===== src/rtl/hash_cam_core.sv =====
// Hash-indexed CAM: 16-bit keys to 8-bit values, linear probing, one slot examined per cycle.
// Optional HASHCAM_CLEAR_EN macro adds an HC_clear port that empties the table in a single idle cycle.
module hash_cam_core #(
  parameter int unsigned INDEX_W = 4
) (
  input  logic       clk,
  input  logic       reset,
`ifdef HASHCAM_CLEAR_EN
  input  logic       HC_clear,
`endif
  input  logic       HC_write_enable,
  output logic       HC_write_ready,
  input  logic       HC_lookup_enable,
  output logic       HC_lookup_ready,
  input  logic [15:0] HC_key_in,
  input  logic [7:0]  HC_value_in,
  output logic       HC_match,
  output logic [7:0] HC_value_out,
  output logic       HC_full
);

  localparam int unsigned DEPTH  = 1 << INDEX_W;
  localparam int unsigned NCHUNK = (16 + INDEX_W - 1) / INDEX_W;

  typedef enum logic [1:0] {IDLE, WPROBE, LPROBE} state_t;

  state_t               state_q, state_d;
  logic                 ready_q, ready_d;
  logic [15:0]          op_key_q, op_key_d;
  logic [7:0]           op_val_q, op_val_d;
  logic [INDEX_W-1:0]   probe_q, probe_d;
  logic [DEPTH-1:0]     valid_q, valid_d;
  logic [15:0]          tkey_q [DEPTH];
  logic [15:0]          tkey_d [DEPTH];
  logic [7:0]           tval_q [DEPTH];
  logic [7:0]           tval_d [DEPTH];
  logic [INDEX_W:0]     occ_q, occ_d;
  logic                 full_q, full_d;
  logic                 match_q, match_d;
  logic [7:0]           vout_q, vout_d;

  logic [INDEX_W-1:0]   hash;
  logic [INDEX_W-1:0]   slot;
  logic [23:0]          key_ext;
  logic                 slot_hit;
  logic                 last_probe;

  // Shifting a zero-extended key gives the zero-padded top chunk for free.
  always_comb begin
    key_ext = {8'h00, op_key_q};
    hash    = '0;
    for (int unsigned c = 0; c < NCHUNK; c++) begin
      hash = hash ^ INDEX_W'(key_ext >> (c * INDEX_W));
    end
  end

  assign slot       = hash + probe_q;
  assign slot_hit   = valid_q[slot] && (tkey_q[slot] == op_key_q);
  assign last_probe = (probe_q == '1);

  always_comb begin
    state_d  = state_q;
    ready_d  = ready_q;
    op_key_d = op_key_q;
    op_val_d = op_val_q;
    probe_d  = probe_q;
    valid_d  = valid_q;
    tkey_d   = tkey_q;
    tval_d   = tval_q;
    occ_d    = occ_q;
    full_d   = full_q;
    match_d  = match_q;
    vout_d   = vout_q;

    case (state_q)
      IDLE: begin
        if (!ready_q) begin
          ready_d = 1'b1;
        end else
`ifdef HASHCAM_CLEAR_EN
        if (HC_clear) begin
          valid_d = '0;
          occ_d   = '0;
          full_d  = 1'b0;
        end else
`endif
        if (HC_write_enable) begin
          state_d  = WPROBE;
          ready_d  = 1'b0;
          op_key_d = HC_key_in;
          op_val_d = HC_value_in;
          probe_d  = '0;
        end else if (HC_lookup_enable) begin
          state_d  = LPROBE;
          ready_d  = 1'b0;
          op_key_d = HC_key_in;
          op_val_d = HC_value_in;
          probe_d  = '0;
        end
      end

      WPROBE: begin
        if (slot_hit) begin
          tval_d[slot] = op_val_q;
          state_d      = IDLE;
          ready_d      = 1'b1;
        end else if (!valid_q[slot]) begin
          valid_d[slot] = 1'b1;
          tkey_d[slot]  = op_key_q;
          tval_d[slot]  = op_val_q;
          occ_d         = occ_q + 1'b1;
          full_d        = (occ_q == (INDEX_W + 1)'(DEPTH - 1));
          state_d       = IDLE;
          ready_d       = 1'b1;
        end else if (last_probe) begin
          state_d = IDLE;
          ready_d = 1'b1;
        end else begin
          probe_d = probe_q + 1'b1;
        end
      end

      LPROBE: begin
        if (slot_hit) begin
          match_d = 1'b1;
          vout_d  = tval_q[slot];
          state_d = IDLE;
          ready_d = 1'b1;
        end else if (!valid_q[slot] || last_probe) begin
          match_d = 1'b0;
          vout_d  = 8'h00;
          state_d = IDLE;
          ready_d = 1'b1;
        end else begin
          probe_d = probe_q + 1'b1;
        end
      end

      default: begin
        state_d = IDLE;
        ready_d = 1'b0;
      end
    endcase
  end

  always_ff @(posedge clk) begin
    if (reset) begin
      state_q  <= IDLE;
      ready_q  <= 1'b0;
      op_key_q <= '0;
      op_val_q <= '0;
      probe_q  <= '0;
      valid_q  <= '0;
      tkey_q   <= '{default: '0};
      tval_q   <= '{default: '0};
      occ_q    <= '0;
      full_q   <= 1'b0;
      match_q  <= 1'b0;
      vout_q   <= 8'h00;
    end else begin
      state_q  <= state_d;
      ready_q  <= ready_d;
      op_key_q <= op_key_d;
      op_val_q <= op_val_d;
      probe_q  <= probe_d;
      valid_q  <= valid_d;
      tkey_q   <= tkey_d;
      tval_q   <= tval_d;
      occ_q    <= occ_d;
      full_q   <= full_d;
      match_q  <= match_d;
      vout_q   <= vout_d;
    end
  end

  assign HC_write_ready  = ready_q;
  assign HC_lookup_ready = ready_q;
  assign HC_match        = match_q;
  assign HC_value_out    = vout_q;
  assign HC_full         = full_q;

endmodule


===== config.mk =====
export PLATFORM = sky130hd
export DESIGN_NAME = hash_cam_core
export DESIGN_NICKNAME = d
export VERILOG_FILES = /design/src/rtl/hash_cam_core.sv
export SDC_FILE = /design/constraint.sdc
export NUM_CORES = 1
export LEC_CHECK = 0
export ABC_AREA = 1
export BUFFER_PORTS_ARGS = -buffer_cell sky130_fd_sc_hd__buf_4
export CORE_ASPECT_RATIO = 0.9
export CORE_MARGIN = 3
export CORE_UTILIZATION = 26
export DETAILED_ROUTE_END_ITERATION = 10
export GPL_ROUTABILITY_DRIVEN = 0
export PLACE_DENSITY_LB_ADDON = 0.15
export SLEW_MARGIN = 25
export SYNTH_ARGS = -nofsm -noshare
export SYNTH_HDL_FRONTEND = slang
export SYNTH_SLANG_ARGS = --single-unit

===== constraint.sdc =====
create_clock -name clk -period 4.6 [get_ports clk]
set_input_delay 0.23 -clock clk [delete_from_list [all_inputs] [get_ports clk]]
set_output_delay 0.23 -clock clk [all_outputs]
set_load 0.05 [all_outputs]

# Yosys cells after proc, flatten, opt, wreduce, memory -nomap -nowiden
# Index checks and enable logic that the tools add are counted.
dict set report op_classes {
  muxes 53
  eq_ne 15
  n_bitwise 7
  reduce_logical 16
  add_sub_neg 3
  magnitude_cmp 4
}
# op n
set op_table {}
lappend op_table {{256-bit bitwise mux} 1}
lappend op_table {{128-bit 2-to-1 mux} 2}
lappend op_table {{128-bit bitwise mux} 1}
lappend op_table {{16-bit 2-to-1 mux} 5}
lappend op_table {{16-bit binary-select mux with 4-bit select} 1}
lappend op_table {{16-bit demux with 4-bit select} 1}
lappend op_table {{8-bit 2-to-1 mux} 7}
lappend op_table {{8-bit binary-select mux with 4-bit select} 1}
lappend op_table {{8-bit demux with 4-bit select} 1}
lappend op_table {{4-bit 2-to-1 mux} 8}
lappend op_table {{16-bit == test} 1}
lappend op_table {{2-bit 2-to-1 mux} 8}
lappend op_table {{16-bit OR} 1}
lappend op_table {{2-bit != test, second input constant} 7}
lappend op_table {{1-bit 2-to-1 mux} 12}
lappend op_table {{4-bit case mux with 3 select lines} 1}
lappend op_table {{4-bit bitwise XOR} 3}
lappend op_table {{8-bit AND reduction} 1}
lappend op_table {{3-bit != test, second input constant} 2}
lappend op_table {{2-bit case mux with 3 select lines} 1}
lappend op_table {{2-bit AND reduction} 3}
lappend op_table {{3-bit AND reduction} 2}
lappend op_table {{5-bit by 1-bit adder with 5-bit output, second input constant} 1}
lappend op_table {{5-bit by 4-bit == test with 1-bit output, second input constant} 1}
lappend op_table {{other kinds (22)} 26}
dict set report word_totals {
  register_bits 446
  output_inout_bits 12
  word_cells 140
  input_bits 28
}

# Longest topological paths before layout
dict set report logic_depth {
  depth_word 12
  depth_mapped 28
  mapped_depth_nobuf 26
}

# Worst setup path after synthesis
# OpenSTA, ideal clock, no wires.
dict set report synth_timing {
  path_type {register -> register}
  start {register op_key_q[12]}
  end {register tval_q[0] in the netlist's numbering}
  period_less_slack_ns 3.691
  required_time_ns 4.468
  setup_ns 0.132
  n_path_buf 4
  arrival_ns 3.559
  path_slack_ns 0.909
  stages_incl_launch_ff 29
  cell_sequence {dfxtp_1 buf_1 xor2_1 xnor2_1 ha_1 inv_1 fa_1 inv_2 nand2_2 buf_2 nor2_1 nor2_1 nand2_1 nand2_1 nand2_1 nand2_1 nand2_1 nand2_1 nand2_1 nor2_1 nand2_1 nor2_1 nand2_1 a21boi_1 buf_4 buf_6 nand2_1 nand2_1 a21oi_1}
}
dict set report synth_via {
  elab_chain_len 10
  elab_cells_between_ends 20
  classes_between {1 x add/sub; 2 x order compare; 2 x eq/ne; 10 x mux; 2 x bitwise; 3 x reduce/logical}
}
# element line
set synth_rtl {}
lappend synth_rtl {{start, declared} 29} ;# logic [15:0] op_key_q, op_key_d;
lappend synth_rtl {{start signal, assigned} 163} ;# op_key_q <= op_key_d;
lappend synth_rtl {{4-bit bitwise XOR} 53} ;# hash = hash ^ INDEX_W'(key_ext >> (c * INDEX_W));
lappend synth_rtl {{4-bit adder} 57} ;# assign slot = hash + probe_q;
lappend synth_rtl {{4-bit NOT with 5-bit output (not written as such)} {58, 104, 110}}
lappend synth_rtl {{16-bit binary-select mux with 4-bit select, or another cell as far along} 58} ;# assign slot_hit = valid_q[slot] && (tkey_q[slot] == op_key_q);
lappend synth_rtl {{16-bit 2-to-1 mux (not written as such) / 1-bit logical AND (equally long branches)} {58, 104, 110}}
lappend synth_rtl {{16-bit 2-to-1 mux (not written as such) / 8-bit 2-to-1 mux (equally long branches)} {58, 104, 110}}
lappend synth_rtl {{16-bit == test / 8-bit demux with 4-bit select (equally long branches)} {58, 104, 110}}
lappend synth_rtl {{1-bit logical AND / 128-bit bitwise mux (equally long branches)} {58, 104, 110}}
lappend synth_rtl {{2-bit != test (no line) / 128-bit 2-to-1 mux (equally long branches)} -}
lappend synth_rtl {{2-bit AND reduction (no line) / 128-bit 2-to-1 mux (equally long branches)} -}
lappend synth_rtl {{end signal, assigned} 168} ;# tval_q <= tval_d;
lappend synth_rtl {{end, declared} 35} ;# logic [7:0] tval_q [DEPTH];
# Parallel ways exist; a longest one is shown, timed or not. The select of a mux whose other input is x is not followed.
# A chain may end at the register's enable or synchronous reset.

# Final worst setup path
dict set report layout_timing {
  start {register op_key_q[8]}
  end {register tval_q[86] in the netlist's numbering}
}
dict set report layout_via {
  elab_chain_len 11
  elab_cells_between_ends 21
  classes_between {1 x add/sub; 2 x order compare; 2 x eq/ne; 10 x mux; 3 x bitwise; 3 x reduce/logical}
}
# element line
set layout_rtl {}
lappend layout_rtl {{4-bit bitwise XOR (2 in series)} 53}
lappend layout_rtl {{4-bit adder} 57}
lappend layout_rtl {{4-bit NOT with 5-bit output (not written as such)} {58, 104, 110}}
lappend layout_rtl {{16-bit binary-select mux with 4-bit select, or another cell as far along} 58}
lappend layout_rtl {{16-bit 2-to-1 mux (not written as such) / 1-bit logical AND (equally long branches)} {58, 104, 110}}
lappend layout_rtl {{16-bit 2-to-1 mux (not written as such) / 8-bit 2-to-1 mux (equally long branches)} {58, 104, 110}}
lappend layout_rtl {{16-bit == test / 8-bit demux with 4-bit select (equally long branches)} {58, 104, 110}}
lappend layout_rtl {{1-bit logical AND / 128-bit bitwise mux (equally long branches)} {58, 104, 110}}
lappend layout_rtl {{2-bit != test (no line) / 128-bit 2-to-1 mux (equally long branches)} -}
lappend layout_rtl {{2-bit AND reduction (no line) / 128-bit 2-to-1 mux (equally long branches)} -}
# Parallel ways exist; a longest one is shown, timed or not. The select of a mux whose other input is x is not followed.

==> results.json <==
{
  "outcome": "complete, no violations",
  "crit_fanout": 15,
  "final_area_sq_mm": 0.02446,
  "worst_hold_slack_ns": 0.02649,
  "synth_cells": 2923,
  "cts.sinks": 446,
  "die_x_microns": 298.7,
  "drive_gt1_frac": 0.1206,
  "setup_viol": 0,
  "synth_nets": 2962,
  "start_util": 0.2656,
  "dieArea_sq_mm": 0.08048,
  "synthTopCellsByArea": "dfxtp_1 (45%), nand2_1 (13%), a21oi_1 (12%)",
  "synth_area_per_cell_sq_um": 6.859,
  "num_rows": 95,
  "fillerInstances": 8081,
  "busiest_layer": "met1",
  "whs_endpoint": "op_key_q[9]",
  "cap_viol_max_count": 0,
  "cts-root-buf": "clkbuf_16",
  "clk_latency_ns": 0.62,
  "grt.total_usage": 0.1927,
  "ys_warn_count": 0,
  "min_period_ns": 4.356,
  "synth-edff-count": 0,
  "die_h_microns": 269.4,
  "max_stage_delay_ns": 0.63,
  "slew_headroom": 0.2892,
  "crit_type": "flip-flop to flip-flop",
  "numCtsBuffers": 55,
  "drc": 0,
  "netlist_area_sq_mm": 0.02005,
  "avgRoutedWirePerCell_microns": 20.60,
  "finalHoldViolCount": 0,
  "grt_pass1_wl_microns": 121000,
  "cts_tree": "yes",
  "ys_seq_area_frac": 0.4453,
  "dpl.hpwl_microns": 51180,
  "drt.antenna.violating_nets": 0,
  "drv_slew": 0,
  "tightestPinTransition_ns": 1.065,
  "r2r-start": "op_key_q[8]",
  "hold_depth": 3,
  "endpoint_kind": "flip-flop",
  "hold_class": "input port to flip-flop",
  "routed_wl_microns": 82650,
  "h-tree-depth": 2,
  "cp.required_ns": 5.13,
  "layout.nets": 2986,
  "ioPinCount": 40,
  "crit_slowest_cell": "fa_2",
  "grt-ovfl-total": 0,
  "drtPass1Iterations": 6,
  "routed_via_density": 5.066,
  "synth.distinct_cells": 34,
  "r2r_end": "tval_q[86]",
  "arrival_ns": 4.89,
  "yosys_register_bits": 446,
  "grt_util_met3": 0.02494,
  "timing.fmax_ghz": 0.2296,
  "grt_max_degree": 94,
  "synthArstFlopShare": 0,
  "met1_usage": 0.2893,
  "yosysTopAreaCell": "dfxtp_1",
  "antenna_found_initial": 0,
  "synth_ff_type": "dfxtp_1",
  "setup_tns_ns": 0,
  "grt_util_met2": 0.2890,
  "worst_slack_ns": 0.2439,
  "reg2reg_slack_ns": 0.24,
  "cts.path.max_buffers": 3,
  "core_area_sq_mm": 0.07548,
  "path_common_cell": "nand2_1",
  "worst_r2r_path_depth": 30,
  "area_growth_pct": 21.99,
  "drtIter0Drc": 1942,
  "fin_skew_ns": 0.02983,
  "path_clk_slew_ns": 0.06,
  "port_buffers": 39,
  "synth.top_cell.area_share": 0.4453,
  "grt_pass1_vias": 18610,
  "fin_crit_sh": 0.9470,
  "pre_cts_slack_ns": 0.1161,
  "vias": 20330,
  "placed_area_sq_mm": 0.02185,
  "hp-start": "HC_key_in[9]",
  "startpoint_type": "flip-flop"
}
metrics by stage:
step | instances | utilization
after floorplan | 2923 | -
after global placement | 3867 | 0.2894
after detailed placement | 3867 | 0.2894
after CTS | 3989 | 0.3167
after global routing | 4011 | 0.3240
final | 4012 | 0.3240
what timing repair did:
| item | 4_1_cts | 5_1_grt |
|---|---|---|
| buffers inserted | 0 | 15 |
| hold endpoints to repair | 20 | 0 |
| endpoints found under the setup margin | 0 | 187 |
| gates resized for setup | 0 | 67 |
| hold buffers | 19 | 0 |
final cells by class:
cell class	count	area, sq um	area share
multi-input cells	2106	9758	0.3990
flip-flops and latches	446	8932	0.3652
repair buffers	210	2131	0.08712
clock buffers	80	1620	0.06625
well taps	1018	1274	0.05208
inverters	128	493.0	0.02016
clock inverters	23	246.5	0.01008
diodes	1	2.502	0.0001023
synthesized netlist by cell type (2+ instances only):
cell        n
clkinv_1    3
o22ai_1    64
nand4_1     9
xnor2_1     5
o21bai_1    4
buf_4      10
nand2_1   694
buf_2      73
inv_1     116
nor2_1    332
o21ai_0   108
o21a_1      7
or2_2       2
dfxtp_1   446
o21ai_1     2
buf_6       7
clkbuf_1  145
nand3_1   354
buf_1       8
a221oi_1    2
a21oi_1   488
ha_1       10
xor2_1      5
inv_2       9
nand2_2     4
nor2_2      8
critical path, delay by kind of cell (launching register included):
family | cells | cell delay, ns
buffers and inverters | 9 | 1.20
AND/OR/NAND/NOR | 15 | 1.19
adder cells (fa/ha/maj) | 2 | 0.83
AO/OA/AOI/OAI | 2 | 0.37
flip-flops | 1 | 0.33
XOR/XNOR | 2 | 0.32
registers in the layout, summed over array words and instances (netlist names):
signal	cells
tval_q	128
HC_value_out	8
HC_full	1
op_val_q	8
HC_match	1
occ_q	5
probe_q	4
op_key_q	16
HC_lookup_ready	1
valid_q	16
state_q	2
tkey_q	256
worst max path at each step:
stage	slack, ns	cells past startpoint	start	end
after floorplan	0.91	28	op_key_q[12]	tval_q[0]
after CTS	0.08	27	op_key_q[12]	tval_q[66]
final	0.24	30	op_key_q[8]	tval_q[86]
after global routing	-0.08	30	op_key_q[4]	tval_q[15]
after global placement	0.11	27	op_key_q[12]	tval_q[19]
after detailed placement	0.12	27	op_key_q[12]	tval_q[19]
layer usage:
metal,vias to the layer above,wire length [microns]
li1,9709,-
met1,9750,39920
met2,755,35300
met3,112,5640
met4,0,1800
met5,-,0
cell families (layout without fill, tap and decap cells):
group,after synthesis,after routing,synth area share
adders and majority gates,11,11,0.007239
DFF,446,446,0.4453
buffers and inverters,371,441,0.07851
xor gates and xnor gates,10,10,0.004368
and+or+nand+nor,1405,1405,0.2883
other,0,1,0
AOI/OAI and AO/OA,680,680,0.1763
layout by cell type, fill, tap and decap left out, types with 10 or more instances in the layout:
master         synthesis  final
nand2_2                4     17
nand3_1              354    353
o22ai_1               64     64
buf_12                 0     26
clkbuf_16              0     61
dfxtp_1              446    443
clkbuf_8               0     15
clkinv_2               0     15
buf_6                  7     11
buf_4                 10    145
nand2_1              694    676
clkbuf_1             145     10
inv_1                116    115
nor2_2                 8     28
nor2_1               332    311
a21oi_1              488    483
o21ai_0              108    108
dlygate4sd3_1          0     19
Power is not shown: default switching activity piles up to over one toggle a cycle in this logic, so the estimate is an artifact.
